==> src/rtl/regbank_write_sched.sv <==
// Write-port scheduler for the 8-entry register bank: zero-fills the bank after
// reset/clear, then round-robin arbitrates N requesters onto one sel/wd/we port.
module regbank_write_sched #(
  parameter int W = 8,
  parameter int N = 4
) (
  input  logic           clk,
  input  logic           rst,
  input  logic           clear,
  input  logic [N-1:0]   req_valid,
  input  logic [3*N-1:0] req_sel,
  input  logic [W*N-1:0] req_wd,
  output logic [N-1:0]   req_ready,
  output logic [2:0]     sel,
  output logic [W-1:0]   wd,
  output logic           we,
  output logic           init_done,
  output logic [7:0]     stall_cnt
);

  typedef enum logic {INIT, ARB} state_t;

  localparam logic [2:0] LAST = 3'(N - 1);

  state_t       state, state_nxt;
  logic [2:0]   cnt;
  logic [2:0]   rr_ptr;
  logic [2:0]   rr_nxt;
  logic         gnt_any;
  logic         hit_hi;
  logic [2:0]   gnt_idx;
  logic [2:0]   gnt_sel;
  logic [W-1:0] gnt_wd;
  logic [3:0]   pc;

  // State register
  always_ff @(posedge clk or posedge rst) begin
    if (rst) state <= INIT;
    else     state <= state_nxt;
  end

  // Next-state logic
  always_comb begin
    state_nxt = state;
    if (clear)                          state_nxt = INIT;
    else if (state == INIT && cnt == 3'd7) state_nxt = ARB;
  end

  // Grant logic: lowest valid index at or above rr_ptr wins, else lowest valid
  // overall, which equals a circular scan starting at rr_ptr.
  always_comb begin
    req_ready = '0;
    gnt_any   = 1'b0;
    hit_hi    = 1'b0;
    gnt_idx   = '0;
    gnt_sel   = '0;
    gnt_wd    = '0;
    pc        = '0;
    for (int unsigned i = 0; i < N; i++) begin
      pc = pc + 4'(req_valid[i]);
    end
    if (state == ARB && !clear) begin
      for (int unsigned i = 0; i < N; i++) begin
        if (!hit_hi && req_valid[i] && 3'(i) >= rr_ptr) begin
          hit_hi  = 1'b1;
          gnt_any = 1'b1;
          gnt_idx = 3'(i);
          gnt_sel = req_sel[3*i +: 3];
          gnt_wd  = req_wd[W*i +: W];
        end
      end
      for (int unsigned i = 0; i < N; i++) begin
        if (!gnt_any && req_valid[i]) begin
          gnt_any = 1'b1;
          gnt_idx = 3'(i);
          gnt_sel = req_sel[3*i +: 3];
          gnt_wd  = req_wd[W*i +: W];
        end
      end
      if (gnt_any) req_ready[gnt_idx] = 1'b1;
    end
    rr_nxt = (gnt_idx == LAST) ? 3'd0 : gnt_idx + 3'd1;
  end

  // Registered outputs, init counter, pointer and stall counter
  always_ff @(posedge clk or posedge rst) begin
    if (rst) begin
      cnt       <= '0;
      rr_ptr    <= '0;
      sel       <= '0;
      wd        <= '0;
      we        <= 1'b0;
      init_done <= 1'b0;
      stall_cnt <= '0;
    end else begin
      if (state == ARB && pc >= 4'd2 && stall_cnt != 8'hFF)
        stall_cnt <= stall_cnt + 8'd1;
      if (clear) begin
        cnt       <= '0;
        init_done <= 1'b0;
        we        <= 1'b0;
      end else if (state == INIT) begin
        sel <= cnt;
        wd  <= '0;
        we  <= 1'b1;
        cnt <= cnt + 3'd1;
        if (cnt == 3'd7) init_done <= 1'b1;
      end else if (gnt_any) begin
        sel    <= gnt_sel;
        wd     <= gnt_wd;
        we     <= 1'b1;
        rr_ptr <= rr_nxt;
      end else begin
        we <= 1'b0;
      end
    end
  end

endmodule

==> config.mk <==
export PLATFORM = sky130hd
export DESIGN_NAME = regbank_write_sched
export DESIGN_NICKNAME = d
export VERILOG_FILES = /design/src/rtl/regbank_write_sched.sv
export SDC_FILE = /design/constraint.sdc
export NUM_CORES = 1
export LEC_CHECK = 0
export ABC_CLOCK_PERIOD_IN_PS = 4600
export BUFFER_PORTS_ARGS = -buffer_cell sky130_fd_sc_hd__clkbuf_2
export CAP_MARGIN = 5
export CORE_MARGIN = 3
export CORE_UTILIZATION = 40
export DETAILED_ROUTE_END_ITERATION = 8
export GPL_ROUTABILITY_DRIVEN = 0
export PLACE_DENSITY = 0.76
export SKIP_LAST_GASP = 1
export SYNTH_ARGS = -nofsm -noshare
export SYNTH_HDL_FRONTEND = slang
export SYNTH_SLANG_ARGS = --single-unit
export TNS_END_PERCENT = 10
==> constraint.sdc <==
create_clock -name clk -period 4.6 [get_ports clk]
set_clock_uncertainty 0.2 [all_clocks]
set_input_delay 0.92 -clock clk [delete_from_list [all_inputs] [get_ports clk]]
set_output_delay 0.92 -clock clk [all_outputs]
set_load 0.02 [all_outputs]
==> metrics.md <==
| Metric | Value |
|---|---|
| Syn Inst Count | 270 |
| Min Tclk post-route | 3720 ps |
| Final net count | 390 |
| Adder-cell area share of the yosys netlist | 3.06% |
| Most frequent cells in the layout | clkbuf_2, dfrtp_1, nor2_1 |
| Final hold violations | 0 |
| Post-synthesis mux area share | 1.37% |
| Vias | 2,350 |
| Total GRT Usage | 20.3% |
| Clk pwr share | 20.3% |
| Chip width | 81.7 um |
| Crit path largest cell delay | 310 ps |
| Count of cell types in the netlist | 64 |
| Synth Register Bits | 27 |
| Outcome | completed |
| Register area share after synthesis | 29.5% |
| Clock insertion delay at the later pin of the skew report | 280 ps |
| CP bufs+invs | 3 |
| Hold Path Class | reg2reg |
| Setup TNS | 0 ps |
| FMAX | 269 MHz |
| VDD IR-drop max | 0.000117 V |
| Root Buffer | clkbuf_8 |
| Syn_area_per_cell | 8.48 um2 |
| Port bufs | 75 |
| DR vias/cell | 5.83 |
| CP required | 3480 ps |
| Actual slew at the worst max-slew pin | 1060 ps |
| Initial Util | 42.9% |
| Worst-path fanout max | 15 |
| DP HPWL | 5130 um |
| CP max-delay cell | o21ai_2 |
| Sequential share of power | 42.7% |
| WS Path Type | in2out |
| Die area | 0.00667 mm2 |
| CP Capture Type | output port |
| Hold buffer count at CTS | 0 |
| # DRC | 0 |
| Max cap viols | 0 |
| Synth warn | 0 |
| Largest net degree at the start of global routing | 28 |
| Routed Antenna Nets | 0 |
| Layout cells sized above 1 | 32.1% |
| Mapped Area | 0.00229 mm2 |
| Initial antenna violation count | 0 |
| DR pass1 iterations | 4 |
| CP most frequent cell | clkbuf_2 |
| Simple-Gate Fraction of Synth Area | 26.9% |
| RSZ-0062 raised after global routing | no |
| Wire per inst | 16.6 um |
| Post-synth EDFFs | 0 |
| Worst slew margin | 28.7% |
| Synth Area in XOR/XNOR | 3.06% |
| CP top delay family | simple AND/OR/NAND/NOR gates |
| CTS Sinks | 27 |
| Top FF cell, synth | dfrtp_1 |
| Switching share of power | 38.7% |
| GRT overflow | 0 |
| Final Setup Violations | 0 |
| Max-slew violations | 0 |
| Power density cells | 254 mW/mm2 |
| First-pass GRT wire length | 10,500 um |
| CTS tree | built |
| Antenna diodes | 0 |
| Crit path launch type | input port |
| Num CTS Buffers | 3 |
| Initial DRC Count | 247 |
| DRT Wirelength | 6680 um |
| Clock slew at reported path FFs | 100 ps |
| Worst reg2reg setup slack | 1620 ps |
| Crit path cell chain | clkbuf_2, nor2b_1, buf_4, o21ai_2, o21ai_0, or2_1, nor2_1, clkbuf_2 |
| Worst path arrival time | 2600 ps |
| # rows | 26 |
| Fraction of registers with async set or reset after synthesis | 100% |
| Logic gate share of total power | 37.0% |
| Setup ws final | 882 ps |
| Post-Place Worst Slack | 905 ps |
| Area growth syn-to-layout | 17.3% |
| Final period util | 80.8% |
| Int Power | 0.419 mW |
| Die height | 81.7 um |
| Synth Area in Compound Gates | 28.4% |
| Cts repair resizes | 0 |
| Setup bufs post-CTS | 0 |
| Max Buffers Root-to-Sink | 2 |
| Leak | 1.26 nW |
| Largest family of logic cells by synthesized area | compound AO/OA/AOI/OAI gates |
| Syn_nets | 326 |
| NetSw | 0.264 mW |
| Number of top-level pins | 76 |
| Number of global-route vias before repair | 2,173 |
| Power, Total | 0.683 mW |
| Core Region | 0.00534 mm2 |
| H-tree levels | 1 |
| Commonest non-fill, non-tap cell in the layout | clkbuf_2 |
[state kept, by name, summed over array words and instances (netlist names)]
signal     flops
init_done      1
rr_ptr         2
sel            3
state          1
wd             8
stall_cnt      8
we             1
cnt            3
[metrics by stage]
step	area, um2	hold WS [ps]	instances	utilization, %
floorplan	2290	339	270	-
global placement	2640	280	399	49.5
detailed placement	2640	293	399	49.5
CTS	2690	306	403	50.4
global route	2690	317	403	50.4
finish	2690	300	403	50.4
[synthesized netlist by cell type, types with 4 or more instances]
cell type,count,share of area [%]
dfrtp_1,27,29
nor2_1,22,3.6
a21oi_1,21,4.6
nand2_1,18,2.9
nand3_1,16,3.5
inv_1,11,1.8
a31oi_1,8,2.2
and3_1,7,1.9
a22o_1,6,2.3
buf_2,6,1.3
nand3b_1,6,2.0
o22ai_1,6,1.6
o31ai_1,6,2.0
or3_1,6,1.6
xor2_1,6,2.3
buf_4,5,1.6
nor2b_1,5,1.4
nor3_1,5,1.1
buf_6,4,2.0
ha_1,4,2.2
o21a_1,4,1.3
[power by group through the flow]
stage	logic, mW	clock network (mW)	registers (mW)
after floorplan	0.183	0	0.291
after global placement	0.246	0	0.294
after detailed placement	0.251	0	0.295
after CTS	0.252	0.143	0.290
after global routing	0.280	0.152	0.296
final	0.253	0.139	0.292
[path summary, 6_finish.rpt]
kind,startpoint,end,cells past startpoint
worst max-delay path,req_valid[0],req_ready[3],8
worst min-delay path,stall_cnt[6],stall_cnt[6],1
worst max register to register,rr_ptr[1],sel[2],5
worst min register to register,stall_cnt[6],stall_cnt[6],1
max in group asynchronous,rst,cnt[0],2
min in group asynchronous,rst,stall_cnt[1],2
[cell families (layout without fill, tap and decap cells)]
family,Yosys count,after routing
simple gates,110,110
mux,3,3
compound gates,86,86
buf+inv,31,94
xor+xnor,8,8
fa+ha+maj,5,5
flops,27,27
[metal layers]
metal	GRT usage [%]	wire, um	up-vias
li1	-	-	1126
met1	28.2	2920	1108
met2	33.1	3120	110
met3	4.61	571	6
met4	2.99	63	0
met5	0	0	-
[cell type report]
cell class	instances	area, um2
multi-input cells	212	1440
repair buffers	77	390
inverters	13	48.8
fillers	539	2650
clock buffers	4	45.0
well taps	70	87.6
flip-flops and latches	27	676
No activity file was read; power rests on OpenSTA's default activity.
